--- src/rtl/arashi_wrr_sched.sv ---
// arashi_wrr_sched: weighted round-robin drain of per-thread cache entries into sequential memory
module arashi_wrr_sched #(
  parameter int MEM_WIDTH        = 10,
  parameter int THREAD_NUM_WIDTH = 2,
  parameter int WEIGHT_WIDTH     = 4,
  localparam int THREAD_NUM      = 1 << THREAD_NUM_WIDTH
) (
  input  logic                               clk,
  input  logic                               rst,
  input  logic [THREAD_NUM-1:0]              avail,
  input  logic [THREAD_NUM*WEIGHT_WIDTH-1:0] weight_in,
  input  logic                               mem_ready,
  input  logic                               mem_clr,
  output logic [THREAD_NUM_WIDTH-1:0]        toread,
  output logic                               rcache,
  output logic [MEM_WIDTH-1:0]               waddr,
  output logic                               mem_full,
  output logic                               busy
);
  typedef enum logic {IDLE, BURST} state_t;
  state_t state, state_nxt;
  logic [THREAD_NUM_WIDTH-1:0] ptr, ptr_nxt, toread_nxt, hit, idx;
  logic [WEIGHT_WIDTH-1:0] credit, credit_nxt, hit_weight;
  logic [MEM_WIDTH:0] count;
  logic found, fire;
  assign waddr    = count[MEM_WIDTH-1:0];
  assign mem_full = count[MEM_WIDTH];
  assign busy     = state == BURST;
  assign fire     = busy && avail[toread] && mem_ready && !mem_full && !mem_clr && !rst;
  assign rcache   = fire;
  assign hit_weight = weight_in[hit*WEIGHT_WIDTH +: WEIGHT_WIDTH];
  // first thread with data, searching upward from the one after the last grant
  always_comb begin
    found = 1'b0;
    hit   = ptr;
    idx   = ptr;
    for (int i = 1; i <= THREAD_NUM; i++) begin
      idx = ptr + THREAD_NUM_WIDTH'(i);
      if (!found && avail[idx]) begin
        found = 1'b1;
        hit   = idx;
      end
    end
  end
  // grant in IDLE; in BURST leave on exhausted credit or drained thread, otherwise spend credit per pop
  always_comb begin
    state_nxt  = state;
    toread_nxt = toread;
    ptr_nxt    = ptr;
    credit_nxt = credit;
    if (state == IDLE) begin
      if (found && !mem_full) begin
        state_nxt  = BURST;
        toread_nxt = hit;
        credit_nxt = (hit_weight == '0) ? WEIGHT_WIDTH'(1) : hit_weight;
      end
    end else if (!avail[toread] || (fire && credit == WEIGHT_WIDTH'(1))) begin
      state_nxt  = IDLE;
      ptr_nxt    = toread;
      credit_nxt = '0;
    end else if (fire) begin
      credit_nxt = credit - WEIGHT_WIDTH'(1);
    end
  end
  // scheduler state and saturating write counter; clear wins over a write
  always_ff @(posedge clk) begin
    if (rst) begin
      state  <= IDLE;
      toread <= '0;
      ptr    <= THREAD_NUM_WIDTH'(THREAD_NUM - 1);
      credit <= '0;
      count  <= '0;
    end else begin
      state  <= state_nxt;
      toread <= toread_nxt;
      ptr    <= ptr_nxt;
      credit <= credit_nxt;
      count  <= mem_clr ? '0 : fire ? count + 1'b1 : count;
    end
  end
endmodule

--- config.mk ---
export PLATFORM = sky130hd
export DESIGN_NAME = arashi_wrr_sched
export DESIGN_NICKNAME = d
export VERILOG_FILES = /design/src/rtl/arashi_wrr_sched.sv
export SDC_FILE = /design/constraint.sdc
export NUM_CORES = 1
export LEC_CHECK = 0
export ABC_CLOCK_PERIOD_IN_PS = 5200
export BUFFER_PORTS_ARGS = -buffer_cell sky130_fd_sc_hd__buf_2
export CORE_UTILIZATION = 40
export CTS_BUF_LIST = sky130_fd_sc_hd__clkbuf_4
export DETAILED_ROUTE_END_ITERATION = 8
export MAX_ROUTING_LAYER = met4
export PLACE_DENSITY_LB_ADDON = 0.1
export SYNTH_ARGS = -nofsm -noshare
export SYNTH_HDL_FRONTEND = slang
export SYNTH_SLANG_ARGS = --single-unit
--- constraint.sdc ---
create_clock -name clk -period 5.2 [get_ports clk]
set_input_delay 0.78 -clock clk [delete_from_list [all_inputs] [get_ports clk]]
set_output_delay 0.78 -clock clk [all_outputs]
set_load 0.005 [all_outputs]
* After elaboration in Yosys (flattened, before gate mapping) *
Index checks and enable logic that the tools add are counted.

cells by class
  $add $sub $neg = 5
  $lt $le $gt $ge = 5
  equality and inequality tests = 2
  shift-type cells = 1
  muxes and demuxes = 26
  bitwise logic cells = 1
  reductions and logical operators = 24

operators with widths
  kind                                                                    count
  4-bit 2-to-1 mux                                                        5
  16-bit by 5-bit indexed part select with 4-bit output                   1
  2-bit by 3-bit < comparator with 1-bit output (second input constant)   5
  1-bit 2-to-1 mux                                                        12
  11-bit by 1-bit adder with 11-bit output (second input constant)        1
  1-bit binary-select mux with 2-bit select                               5
  1-bit logical AND                                                       10
  2-bit 2-to-1 mux                                                        4
  1-bit zero test                                                         7
  2-bit AND reduction                                                     3
  2-bit adder (second input constant)                                     2
  4-bit by 1-bit equality test with 1-bit output (second input constant)  1
  4-bit zero test                                                         1
  4-bit by 1-bit subtractor with 4-bit output (second input constant)     1
  3-bit by 1-bit != test with 1-bit output (second input constant)        1
  2-bit by 1-bit adder with 2-bit output (second input constant)          1
  2-bit nonzero test                                                      1
  2-bit OR reduction                                                      1
  1-bit logical OR                                                        1
  1-bit inverter                                                          1

word-level totals
  bits in registers = 20
  word-level logic and storage cells = 69

* Logic depth before layout (Yosys ltp) *
  depth after elaboration = 18
  mapped depth = 9
  mapped depth without buffers = 7

* Least setup slack after synthesis *
No wires, ideal clock.

  kind = input to output
  start = in rst
  end = out rcache
  arrival time = 1,734 ps
  setup slack = 2,686 ps
  stages on the path = 5
  path buffers = 2
  path through = clkbuf_8 -> or2_1 -> nor3b_4 -> and3_1 -> buf_6

on the way
  longest elaborated chain between the ends = 2

RTL lines
  element            RTL line  text
  start, declared    9         input logic rst,
  1-bit zero test    29        assign fire = busy && avail[toread] && mem_ready && !mem_full && !mem_clr && !rst;
  1-bit logical AND  29
  end, declared      15        output logic rcache,

Every way passes these cells.

* Final worst setup path *
Same ends and word-level chain as after synthesis.

==> flow_summary.toml <==
[synthesis]
synthCells = 138
synth-seq-cells = 20
synth_top_cell_by_area = "dfxtp_1"
netlist_area_um2 = 1230
synth_common_cells = "nor2_1 (27), dfxtp_1 (20), nand2_1 (10)"
synth_compound_area_share_pct = 14.0
synth.distinct_cells = 37
synth-edff-count = 0
async_reset_ff_share_pct = 0
synth_area_leaders = "dfxtp_1 (33%), nor2_1 (8.3%), mux2i_1 (5.7%)"
synth_top_family_by_area = "simple AND/OR/NAND/NOR gates"
ys.flop_type = "dfxtp_1"
synth_seq_area_share_pct = 32.7
synthAdderAreaFrac_pct = 3.06
synthSimpleGateAreaFrac_pct = 25.2
yosysMostFrequentCell = "nor2_1"
syn_nets = 165
ys_warn_count = 0
synthXorXnorAreaFrac_pct = 6.43
synth.mux.area_fraction_pct = 12.8
avgSynthCellArea_um2 = 8.89
synth.top_cell.area_share_pct = 32.7

[global_routing]
grt_pass1_wl_mm = 4.26
grtUsageTotal_pct = 17.2
grt_max_degree = 13
grt-ovfl-total = 0
grt_pass1_vias = 1064
antenna_found_initial = 0

[timing]
finalSetupViolations = 0
worst-slew-pin-transition_ps = 886
rsz0062_at_grt = "no"
hold_viol_final = 0
slew_headroom_pct = 40.9
fmax_ghz = 0.329
period_share_pct = 58.4
fin_setup_tns_ps = 0
period_minus_slack_ps = 3040
slew_violations = 0
finClkSkew_ps = 5.20

[finish]
area_growth_pct = 18.6
nFillCells = 287
final_util_pct = 51.4
drive_above_1_share_pct = 29.7
layout.nets = 203
diodes = 0

[worst_setup_path]
path_cells = "buf_2 > or2_1 > nor3b_4 > and3_1 > buf_2"
criticalPathCategory = "primary input to output port"
ff2ff_path_depth = 7
cpPeakStageDelay_ps = 420
cp_num_buf_inv = 2
crit_required_ps = 4420
worstPathMaxFanout = 12
cp.depth = 5
crit_path_end_kind = "output port"
startpoint_type = "primary input"
cp_top_family = "simple AND/OR/NAND/NOR gates"
slowest_stage = "and3_1"
cpMostUsedCell = "buf_2"
arrival_ps = 2260

[floorplanning]
row_count = 19
fp.dieH_um = 57.4
coreArea_um2 = 2830
dieArea_um2 = 3290
ios = 39
start_util_pct = 43.3
fp.dieW_um = 57.4

[cts]
max-clock-path-buffers = 2
clock_latency_ps = 300
cts_tree = "done"
cts_made_buffers = 3
cts_root_buf = "clkbuf_4"
cts_hold_buf = 0
cts_resized = 0
post_cts_buffers = 0
cts.sinks = 20
htreeDepth = 1
clk_pin_slew_ps = 110

[routing]
drc = 2
ant_nets = 0
viasPerCell = 5.39
wire_per_inst_um = 12.0
first_iter_violations = 15
wl_mm = 2.47
firstDrtPassIters = 8
vias = 1111

[placement]
place.gp.congestion = 0.877
io_buffers = 38
dp_hpwl_mm = 2.02

[run_status]
violations = "DRC"
status = "complete, but fails checks"

[run]
max_cap_viol_count = 0

[power]
combPwrFrac_pct = 24.1
sequentialPowerShare_pct = 44.0
internal-power_mw = 0.289
p_switching_mw = 0.108
powerDensity_nw_per_um2 = 273
p_leak_nw = 0.670
clockPowerShare_pct = 31.9
ir_drop_v = 0.000120
sw_frac_of_total_pct = 27.2

[worst_hold_path]
worstHoldPathCells = 2
hold_path.class = "register to register"
flip-flops by register name (all words and copies together), names as in the netlist:
register,count
count,11
credit,4
ptr,2
toread,2
busy,1
logic make-up (layout without fill, tap and decap cells):
kind of cell,count (synthesis),in the layout
XOR/XNOR,9,9
AND/OR/NAND/NOR,61,61
multiplexers,11,11
AO/OA/AOI/OAI,24,24
buffers and inverters,10,47
flip-flops,20,20
adder cells (fa/ha/maj),3,3
layout make-up:
cell class / count / area [um2] / share of cell area [%]
well taps: 31 / 38.8 / 2.67
multi-input cells: 108 / 753 / 51.8
clock buffers: 3 / 22.5 / 1.55
clock inverters: 1 / 30.0 / 2.07
inverters: 5 / 18.8 / 1.29
repair buffers: 38 / 190 / 13.1
flip-flops and latches: 20 / 400 / 27.5
worst paths after layout:
check        startpoint  slack, ps   endpoint
max                 rst       2160     rcache
min           credit[1]        490  credit[1]
max reg2reg      ptr[0]       2900  credit[2]
min reg2reg   credit[1]        490  credit[1]
worst reg2reg max path: stages (launching register included):
cell and delay (ps):
dfxtp_1 400, or2b_2 140, o21ai_2 50, a221oi_2 750, mux2i_1 180, mux2_2 310
o32a_1 330, nor2_1 80
routing by layer:
metal | up-vias | global-route usage [%] | wire, um
met5 | - | - | 0
met4 | 0 | 9.41 | 59
met2 | 30 | 31.9 | 1290
li1 | 569 | - | -
met3 | 5 | 1.36 | 78
met1 | 507 | 17.7 | 1040
through the flow:
step	power [mW]	hold slack (ps)	instances	setup slack (ps)	area, um2
2_1_floorplan	0.253	451	138	2690	1230
3_3_place_gp	0.274	496	202	2200	1400
3_5_place_dp	0.275	481	202	2140	1400
4_1_cts	0.401	496	206	2140	1450
5_1_grt	0.422	542	206	2010	1450
6_report	0.397	490	206	2160	1450
cells in the final DEF, fill, tap and decap left out, drive strengths merged, types with 2 or more instances in the layout:
cell type / instances
nor2: 27
mux2i: 7
a211o: 3
nor3: 2
inv: 5
nand2: 10
mux4: 3
and3: 6
dfxtp: 20
nand3: 4
buf: 38
xnor2: 2
xor2: 7
or2b: 3
a211oi: 2
a21oi: 6
nand4: 3
nor3b: 2
a31oi: 4
clkbuf: 3
ha: 3
o21ai: 4
power by group through the flow:
stage | logic (mW) | clock network (mW) | registers, mW
2_1_floorplan | 0.0785 | 0 | 0.174
3_5_place_dp | 0.0972 | 0 | 0.178
6_report | 0.0957 | 0.126 | 0.174
4_1_cts | 0.0975 | 0.129 | 0.175
5_1_grt | 0.109 | 0.136 | 0.177
3_3_place_gp | 0.0960 | 0 | 0.178
Note: power is estimated with default switching activity, not from simulation.
